### config.mk
export PLATFORM = sky130hd
export DESIGN_NAME = gcd_operand_sequencer
export DESIGN_NICKNAME = d
export VERILOG_FILES = /design/src/rtl/gcd_operand_sequencer.sv
export SDC_FILE = /design/constraint.sdc
export NUM_CORES = 1
export LEC_CHECK = 0
export BUFFER_PORTS_ARGS = -buffer_cell sky130_fd_sc_hd__buf_2
export CAP_MARGIN = 40
export CORE_UTILIZATION = 30
export DETAILED_ROUTE_END_ITERATION = 8
export SLEW_MARGIN = 25
export SYNTH_ARGS = -nofsm -noshare
export SYNTH_HDL_FRONTEND = slang
export SYNTH_SLANG_ARGS = --single-unit
### constraint.sdc
create_clock -name Clk -period 2.97 [get_ports Clk]
set_input_delay 0.594 -clock Clk [delete_from_list [all_inputs] [get_ports Clk]]
set_output_delay 0.594 -clock Clk [all_outputs]
set_load 0.1 [all_outputs]
### src/rtl/gcd_operand_sequencer.sv
// Operand sequencer for the GCD core: loads two switch operands, pulses Start, captures the result, pulses Ack.
// Define GCD_SEQ_TIMEOUT_EN to add a RUN watchdog that parks a hung core in ERR with Err=10.
module gcd_operand_sequencer #(
  parameter  int unsigned TIMEOUT = 1000,
  parameter  int unsigned TMO_W   = 10,
  localparam int unsigned DW      = 8
) (
  input  logic          Clk,
  input  logic          Reset,
  input  logic [DW-1:0] Sw,
  input  logic          BtnLoad,
  input  logic          BtnAck,
  input  logic          CoreDone,
  input  logic [DW-1:0] CoreGcd,
  output logic [DW-1:0] Ain,
  output logic [DW-1:0] Bin,
  output logic          Start,
  output logic          Ack,
  output logic [DW-1:0] Result,
  output logic          ResultValid,
  output logic [1:0]    Err,
  output logic          q_LoadA,
  output logic          q_LoadB,
  output logic          q_Run,
  output logic          q_Show,
  output logic          q_Err
);

  typedef enum logic [4:0] {
    LOADA = 5'b00001,
    LOADB = 5'b00010,
    RUN   = 5'b00100,
    SHOW  = 5'b01000,
    ERR   = 5'b10000
  } state_t;

  localparam logic [1:0] ERR_NONE = 2'b00;
  localparam logic [1:0] ERR_ZERO = 2'b01;

  state_t state;
  logic   sw_zero_c;

  assign sw_zero_c = (Sw == '0);
  assign {q_Err, q_Show, q_Run, q_LoadB, q_LoadA} = state;

`ifdef GCD_SEQ_TIMEOUT_EN
  localparam logic [1:0] ERR_TMO = 2'b10;
  logic [TMO_W-1:0] tmo_cnt;
`else
  logic unused_cfg_c;
  assign unused_cfg_c = ^{TIMEOUT, TMO_W};
`endif

  // Single-process FSM; Start/Ack default low so each is a one-cycle pulse
  always_ff @(posedge Clk or posedge Reset) begin
    if (Reset) begin
      state       <= LOADA;
      Ain         <= '0;
      Bin         <= '0;
      Result      <= '0;
      Start       <= 1'b0;
      Ack         <= 1'b0;
      ResultValid <= 1'b0;
      Err         <= ERR_NONE;
`ifdef GCD_SEQ_TIMEOUT_EN
      tmo_cnt     <= '0;
`endif
    end else begin
      Start <= 1'b0;
      Ack   <= 1'b0;
      case (state)
        LOADA: begin
          if (BtnLoad) begin
            if (sw_zero_c) begin
              Err   <= ERR_ZERO;
              state <= ERR;
            end else begin
              Ain   <= Sw;
              state <= LOADB;
            end
          end
        end
        LOADB: begin
          if (BtnAck) begin
            state <= LOADA;
          end else if (BtnLoad) begin
            if (sw_zero_c) begin
              Err   <= ERR_ZERO;
              state <= ERR;
            end else begin
              Bin   <= Sw;
              Start <= 1'b1;
              state <= RUN;
`ifdef GCD_SEQ_TIMEOUT_EN
              tmo_cnt <= '0;
`endif
            end
          end
        end
        RUN: begin
`ifdef GCD_SEQ_TIMEOUT_EN
          tmo_cnt <= tmo_cnt + TMO_W'(1);
`endif
          // A done arriving on the expiry cycle still wins over the timeout
          if (CoreDone) begin
            Result      <= CoreGcd;
            ResultValid <= 1'b1;
            state       <= SHOW;
          end
`ifdef GCD_SEQ_TIMEOUT_EN
          else if (tmo_cnt == TMO_W'(TIMEOUT - 1)) begin
            Err   <= ERR_TMO;
            state <= ERR;
          end
`endif
        end
        SHOW: begin
          if (BtnAck) begin
            Ack         <= 1'b1;
            ResultValid <= 1'b0;
            state       <= LOADA;
          end
        end
        ERR: begin
          // Zero-operand errors clear on Ack without pulsing the core; timeouts stay until Reset
          if (BtnAck && (Err == ERR_ZERO)) begin
            Err   <= ERR_NONE;
            state <= LOADA;
          end
        end
        default: state <= LOADA;
      endcase
    end
  end

endmodule

==> flow_results.org, run 1 <==
** Timing
- In the final timing run, aggregate negative setup slack is 0 ns.
- For this run, the top clock speed supported by timing is 501 MHz.
- Setup violations remaining at the end of the flow were counted as 0.
- Setup repair after global routing left no endpoint under its margin.
- Fin crit share :: about two thirds
- Worst max-slew margin expressed relative to the limit :: 59.1%
- Final Hold Violating Endpoints :: 0
- Measured slew at the worst slew-check pin :: 0.613 ns
- Hold WS :: 0.189 ns
- Crit path time final :: 1.99 ns
- Post-route clock skew :: 0.00586 ns
- Number of max-slew violations in the final report :: 0

** Cells and area
- Filler-free cell count of the finished design :: 213
- Number of nets in the layout :: ~180
- Of the cells placed in the final design, the portion with a size suffix greater than 1 is approximately half.
- Count of antenna diodes in the layout :: 0
- Area grow syn2layout :: 27.2%

** Clocking
- The later pin in the worst-skew pair is clocked with a latency of 0.28 ns.
- For this design, the sink count on the clock tree is 33.
- Gates resized during post-CTS repair numbered 0.
- After clock tree synthesis, the setup repair step added 0 buffers.
- Number of buffers inserted for hold repair after clock tree synthesis :: 0
- Clk root buf :: sky130_fd_sc_hd__clkbuf_8
- Buffers inserted during clock tree synthesis total 5.
- Clock edge transition at the registers on the reported setup and hold paths :: 0.07 ns
- H-tree Lvls :: 2
- TritonCTS built the clock tree.
- Maximum buffer depth of the clock tree :: 2

** Setup path
- Crit path max-delay cell type :: sky130_fd_sc_hd__and3b_1
- Largest fanout on the critical path :: 10
- Ordered list of cells on the worst path :: nor3_1, nand2_1, and3b_1, mux2_4
- Source of the worst register-to-register timing path :: state[3]
- The number of cells on the worst reg-to-reg path is 4.
- Worst setup path startpoint :: state[3]
- Data on the critical path is required at its endpoint by roughly 3.1 ns.
- Worst r2r dst :: Bin[4]
- On the worst path, the slowest cell contributes a delay of roughly 0.62 ns.
- Data arrives at the worst endpoint at 2.16 ns.
- Minimum setup slack among reg-to-reg paths :: 0.98 ns
- Gate family responsible for the most delay along the worst path :: simple AND/OR/NAND/NOR gates
- The critical path is of the flip-flop to flip-flop type.
- Sort of element at the end of the critical path :: flip-flop
- Buffers plus inverters on the worst setup path :: 0
- Kind of start point of the critical path :: flip-flop

** Placement
- Placed wire-length estimate :: between 2 and 2.5 mm
- Number of port buffers :: 53
- In this run, placement finished with an instance count of 205.
- Weighted congestion reported at the end of routability-driven placement :: about 0.88

** Die
- Pin placement for this block handled 55 I/O pins.
- The die covers 5100 sq um.
- Height of the die :: about 71 microns
- Core box area :: around 4500 sq um
- The floorplan has 24 rows.
- Measured along the x axis, the die boundary spans 71.4 microns.
- For this configuration, the core starts out at a cell density of about a third.

** Detailed routing
- Vias per cell :: between 4 and 5
- DRC errors left :: 0
- Mean routed wirelength per cell :: roughly 15 microns
- Vias :: 1031
- Post-route antenna net violation count :: 0
- Violation count after the first detailed-route iteration :: 70
- Before antenna repair, the detailed router went through 4 iterations.
- Post-detailed-routing wire length :: 3.11 mm

** Yosys
- Proportion of netlist area held by the largest area contributor :: a little under three fifths
- The mapped netlist covers about 1400 sq um.
- Number of distinct library cell variants in the gate-level netlist after synthesis :: 30
- Cells after Synth :: 102
- Counting flops and latches in the post-synthesis netlist gives 33.
- Synthesis produced a netlist with a net count of 123.
- In this run the mean area of a mapped cell was ~14 sq um.
- Sequential cells were found to cover 57.2% of the synthesized design area.
- Summed over all instances, the cell type with the most area after synthesis is sky130_fd_sc_hd__dfrtp_1.
- Yosys printed 0 warnings.
- Sorting the synthesized cells by area gives the leading types as sky130_fd_sc_hd__dfrtp_1 (55%), sky130_fd_sc_hd__mux2_4 (17%), sky130_fd_sc_hd__mux2_1 (7.0%).

** Global route
- In the global route stage, overall resource usage came out at roughly 13%.
- Wire length of the first global-routing pass :: about 4.9 mm
- Entering global routing, the biggest net connects 30 pins.
- Vias in the first global route :: 1030
- Number of antenna violations at the first check in global routing :: 0
- After global routing the overflow that remains totals 0.

** Run
- Across the run, the number of max-cap violations was 0.

** Outcome
- Outcome :: completed

** Min path
- The worst hold path belongs to the class primary input to async pin.
==> metal layers <==
layer | share of wire, % | vias up | routed length (microns) | GRT usage [%]
met5 | 0 | - | 0 | 0
met1 | 42 | 516 | 1320 | 15.6
li1 | - | 474 | - | -
met3 | 6.0 | 2 | 187 | 4.78
met4 | 0.77 | 0 | 24 | 5.11
met2 | 51 | 39 | 1580 | 21.0
==> how the worst max path moves through the flow <==
stage	end	slack, ns	cells past startpoint
2_1_floorplan	Bin[0]	0.94	4
3_3_place_gp	Bin[5]	0.96	4
3_5_place_dp	Bin[0]	0.92	4
4_1_cts	Bin[4]	1.00	4
5_1_grt	Bin[4]	0.90	4
6_report	Bin[4]	0.98	4
==> Yosys cell counts, drive strengths merged <==
cell,number
nor2,4
o21ai,1
nand2,6
nand3,2
mux2,25
and3b,2
nor3b,1
xnor2,1
nor4,4
dfstp,1
o21a,1
a21o,1
and3,1
or3b,1
o21bai,1
nor4b,1
nand4b,1
nand4,3
nor3,2
nand2b,2
conb,1
a21oi,1
inv,2
dfrtp,32
buf,3
nor2b,2
==> worst reg2reg max path: cells and delay by family (launching register included) <==
kind,cells,cell delay [ns]
multiplexers,1,0.36
AND/OR/NAND/NOR,3,1.06
flip-flops,1,0.47
==> through the flow <==
stage / util, % / worst slack (ns) / area (sq um)
after CTS: 40.9 / 1.00 / 1840
after detailed placement: 38.9 / 0.917 / 1750
final: 40.9 / 0.976 / 1840
after global placement: 38.9 / 0.958 / 1750
after floorplan: - / 0.938 / 1450
after global routing: 40.9 / 0.904 / 1840
==> kinds of logic after synthesis <==
kind of cell / after synthesis / synth area share, %
AO/OA/AOI/OAI: 5 / 2.25
XOR/XNOR: 1 / 0.606
buffers and inverters: 5 / 2.60
flip-flops: 33 / 57.2
multiplexers: 25 / 23.6
other: 1 / 0.259
AND/OR/NAND/NOR: 32 / 13.5
==> placed cells by master (no fill, tap or decap) <==
master	netlist	layout
sky130_fd_sc_hd__nor3b_1	1	1
sky130_fd_sc_hd__nand2_2	1	1
sky130_fd_sc_hd__clkbuf_8	0	5
sky130_fd_sc_hd__nor4b_2	1	1
sky130_fd_sc_hd__clkinvlp_4	0	1
sky130_fd_sc_hd__conb_1	1	1
sky130_fd_sc_hd__nand4b_1	1	1
sky130_fd_sc_hd__a21o_1	1	1
sky130_fd_sc_hd__or3b_1	1	1
sky130_fd_sc_hd__and3b_1	2	2
sky130_fd_sc_hd__xnor2_1	1	1
sky130_fd_sc_hd__nor2_1	3	3
sky130_fd_sc_hd__o21a_1	1	1
sky130_fd_sc_hd__nor3_1	2	2
sky130_fd_sc_hd__dfstp_2	1	1
sky130_fd_sc_hd__nor4_1	4	4
sky130_fd_sc_hd__inv_1	2	2
sky130_fd_sc_hd__and3_1	1	1
sky130_fd_sc_hd__o21ai_0	1	1
sky130_fd_sc_hd__clkinv_2	0	2
sky130_fd_sc_hd__nand2b_1	2	2
sky130_fd_sc_hd__nor2b_1	2	2
sky130_fd_sc_hd__a21oi_1	1	1
sky130_fd_sc_hd__buf_2	0	53
sky130_fd_sc_hd__o21bai_1	1	1
sky130_fd_sc_hd__nor2_2	1	1
sky130_fd_sc_hd__dfrtp_1	32	32
sky130_fd_sc_hd__buf_4	1	1
sky130_fd_sc_hd__nand2_1	5	5
sky130_fd_sc_hd__mux2_1	9	9
sky130_fd_sc_hd__mux2_4	16	16
sky130_fd_sc_hd__nand4_1	3	3
sky130_fd_sc_hd__nand3_1	2	2
==> cell type report <==
class | instances | area, sq um
Fill cell | 417 | 2660
Clock buffer | 5 | 68.8
Sequential cell | 33 | 827
Clock inverter | 3 | 17.5
Tap cell | 52 | 65.1
Inverter | 2 | 7.51
Multi-Input combinational cell | 64 | 582
Timing Repair Buffer | 54 | 273
==> registers in the layout (all words and copies together) (netlist names) <==
signal	flops
ResultValid	1
Err	1
Ain	8
Bin	8
state	5
Result	8
Ack	1
Start	1
Power of run 1 is not shown: default switching activity piles up to over one toggle a cycle in this logic, so the estimate is an artifact.
==> inputs of run 2 (changes only) <==
- clock period: 2.97 -> 2 ns (I/O delays scaled with it)
==> run 2 against run 1 <==
Effect of this change: critical path depth is the same; first-iteration DRC count down 51%; utilization grew 1.1 points; die area did not move; routed wire length shrank 0.90%; clock skew decreased by 0.0010 ns; register-to-register slack got worse by 0.87 ns; cell area increased by 2.7%; critical endpoint is now Bin[0]; fmax grew 5.4%; via count shrank 1.7%; clock-buffer cell count rose by 2; sequential share of layout area fell by 0.96 points.
==> flow_results.org, run 2 (same netlist as run 1, synthesis figures left out) <==
** Timing
- Sum of negative setup slack :: 0 ns (unchanged)
- Number of max-slew violations in the final report :: 0 (unchanged)
- Post-route clock skew :: 0.00482 ns (was 0.00586 ns)
- Worst max-slew margin expressed relative to the limit :: 57.7% (was 59.1%)
- Setup repair after global routing missed its margin :: false (unchanged)
- The maximum clock frequency came to 529 MHz (was 501 MHz).
- Fin crit share :: 94.6% (was 67.1%)
- The shortest clock period the worst path allows after layout is 1.89 ns (was 1.99 ns).
- The final hold violation count was 0 (unchanged).
- Measured slew at the worst slew-check pin :: 0.634 ns (was 0.613 ns)
- The final number of setup-violating endpoints is 0 (unchanged).

** Clocking
- The depth of the CTS H-tree is 2 (unchanged).
- The buffer type at the clock tree root is sky130_fd_sc_hd__clkbuf_8 (unchanged).
- The latest clock arrival within the worst-skew pair was 0.28 ns (about the same).
- The number of sinks on the clock net is 33 (unchanged).
- The clock tree from TritonCTS is yes (unchanged).
- Maximum buffer depth of the clock tree :: 2 (unchanged)
- Number of buffers inserted for hold repair after clock tree synthesis :: 0 (unchanged)
- Setup Buffers After CTS :: 0 (unchanged)
- Clock edge transition at the registers on the reported setup and hold paths :: 0.07 ns (about the same)
- Cells resized by post-CTS repair :: 0 (unchanged)
- Number of clock buffers inserted by TritonCTS :: 5 (unchanged)

** Global route
- The pin count of the biggest net entering global routing is 34 (was 30).
- Most Used Layer, Global Route :: met2 (unchanged)
- The number of antenna violations at the first check in global routing came to 0 (unchanged).
- The met1 usage is 16.4% (was 15.6%).
- Global routing usage on met3 :: 4.22% (was 4.78%)
- GR Util met2 :: 20.7% (was 21.0%)
- Wire length of the first global-routing pass :: 5.09 mm (was 4.95 mm)
- Total track usage :: 13.2% (was 12.9%)
- Vias in the first global route :: 1044 (was 1030)
- The total overflow reported by the global router was 0 (unchanged).

** Run
- The count of max-cap constraint violations came to 0 (unchanged).

** Detailed routing
- The number of search-and-repair iterations in the first detailed-routing pass is 4 (unchanged).
- Post-route antenna net violation count :: 0 (unchanged)
- DRC errors left :: 0 (unchanged)
- Vias per cell :: 4.71 (was 4.84)
- Violation count after the first detailed-route iteration :: 34 (was 70)
- The number of vias in the routed layout is 1013 (was 1031).
- Post-detailed-routing wire length :: 3.08 mm (was 3.11 mm)
- The average routed wire per standard cell was 14.3 microns (was 14.6 microns).

** Cells and area
- The relative area change from synthesis to final layout is 30.6% (was 27.2%).
- The commonest non-fill, non-tap cell in the layout is sky130_fd_sc_hd__buf_2 (unchanged).
- The filler cell count in the final layout is 421 (was 417).
- Most frequent cells in the layout :: sky130_fd_sc_hd__buf_2 (53), sky130_fd_sc_hd__dfrtp_1 (29), sky130_fd_sc_hd__mux2_4 (16) (was sky130_fd_sc_hd__buf_2 (53), sky130_fd_sc_hd__dfrtp_1 (32), sky130_fd_sc_hd__mux2_4 (16))
- Ratio of cells with drive above 1 in the final layout :: 52.8% (was 50.9%)
- Largest registers :: Ain: 8 flops, Bin: 8 flops, Result: 8 flops (unchanged)
- Total area of multi-input combinational cells :: 582 sq um (unchanged)
- Number of nets in the layout :: 183 (was 181)
- Combined flip-flop and latch cell area :: 831 sq um (was 827 sq um)
- Count of antenna diodes in the layout :: 0 (unchanged)

** Setup path
- The largest stage delay on the critical path came to 0.64 ns (was 0.62 ns).
- Largest fanout on the critical path :: 10 (unchanged)
- The data arrival at the endpoint of the critical path is 2.06 ns (was 2.16 ns).
- The endpoint of the lowest-slack register-to-register path is Bin[0] (was Bin[4]).
- Kind of critical path :: flip-flop to flip-flop (unchanged)
- Source of the worst register-to-register timing path :: state[2] (was state[3])
- The endpoint required time on the critical path came to 2.16 ns (was 3.14 ns).
- Ordered list of cells on the worst path: nor3_1, nand2_1, and3b_1, mux2_4 (unchanged).
- Worst R2R Path Depth :: 4 (unchanged)
- Kind of start point of the critical path :: flip-flop (unchanged)
- The slowest cell on the critical path is sky130_fd_sc_hd__and3b_1 (unchanged).
- Minimum setup slack among reg-to-reg paths :: 0.11 ns (was 0.98 ns)
- Sort of element at the end of the critical path :: flip-flop (unchanged)

** Placement
- Weighted congestion reported at the end of routability-driven placement :: 0.779 (was 0.882)
- Number of port buffers :: 53 (unchanged)
- The placed wire-length estimate is 2.26 mm (was 2.33 mm).

** Outcome
- Outcome :: completed (unchanged)

** Die
- Core box area :: 4500 sq um (unchanged)
- Total Die Area :: 5100 sq um (unchanged)
- The cell row count came to 24 (unchanged).
- The number of top-level design ports came to 55 (unchanged).
- The starting utilization of the core area is 32.1% (unchanged).
- Chip width :: 71.4 microns (unchanged)
- Height of the die :: 71.4 microns (unchanged)

** Min path
- Worst min-delay path class :: primary input to async pin (unchanged)
## run 2: cell types whose count changed in the layout (fill, tap and decap cells not counted), sizes merged
cell / before / now
buf: 54 / 56
clkbuf: 5 / 7
clkinv: 2 / 0
bufinv: 0 / 1
clkinvlp: 1 / 0
## run 2: cell type report
type	instances	share of cell area, %
clock inverter	1	1.59
tap	52	3.44
timing repair buffer	56	15.2
clock buffer	7	4.57
sequential	33	44.0
multi-input combinational	64	30.8
inverter	2	0.397
## run 2: worst max path at each step
stage                     startpoint  endpoint  cells past startpoint
after floorplan             state[4]    Bin[0]                      5
after global placement         Sw[1]    Bin[5]                      5
after detailed placement       Sw[1]    Bin[7]                      5
after CTS                   state[2]    Bin[0]                      4
after global routing        state[2]    Bin[0]                      4
final                       state[2]    Bin[0]                      4
## run 2: through the flow
step	setup WS (ns)	instances	hold slack [ns]	utilization, %	cell area [sq um]
finish	0.109	215	0.195	41.9	1890
global route	0.00788	215	0.244	41.9	1890
CTS	0.0844	215	0.209	41.9	1890
global placement	0.101	207	0.468	39.4	1770
floorplan	0.0291	102	0.528	-	1450
detailed placement	0.0716	207	0.483	39.4	1770
## run 2: routing by layer
metal | up-vias | wire length, microns
li1 | 480 | -
met1 | 478 | 1310
met2 | 47 | 1510
met3 | 8 | 185
met4 | 0 | 74
met5 | - | 0
## run 2: worst max-delay path, delay by kind of cell, from the launching register on
kind             cells  cell delay (ns)
AND/OR/NAND/NOR      3             0.98
multiplexers         1             0.36
flip-flops           1             0.44
Power of run 2 is left out for the same reason.
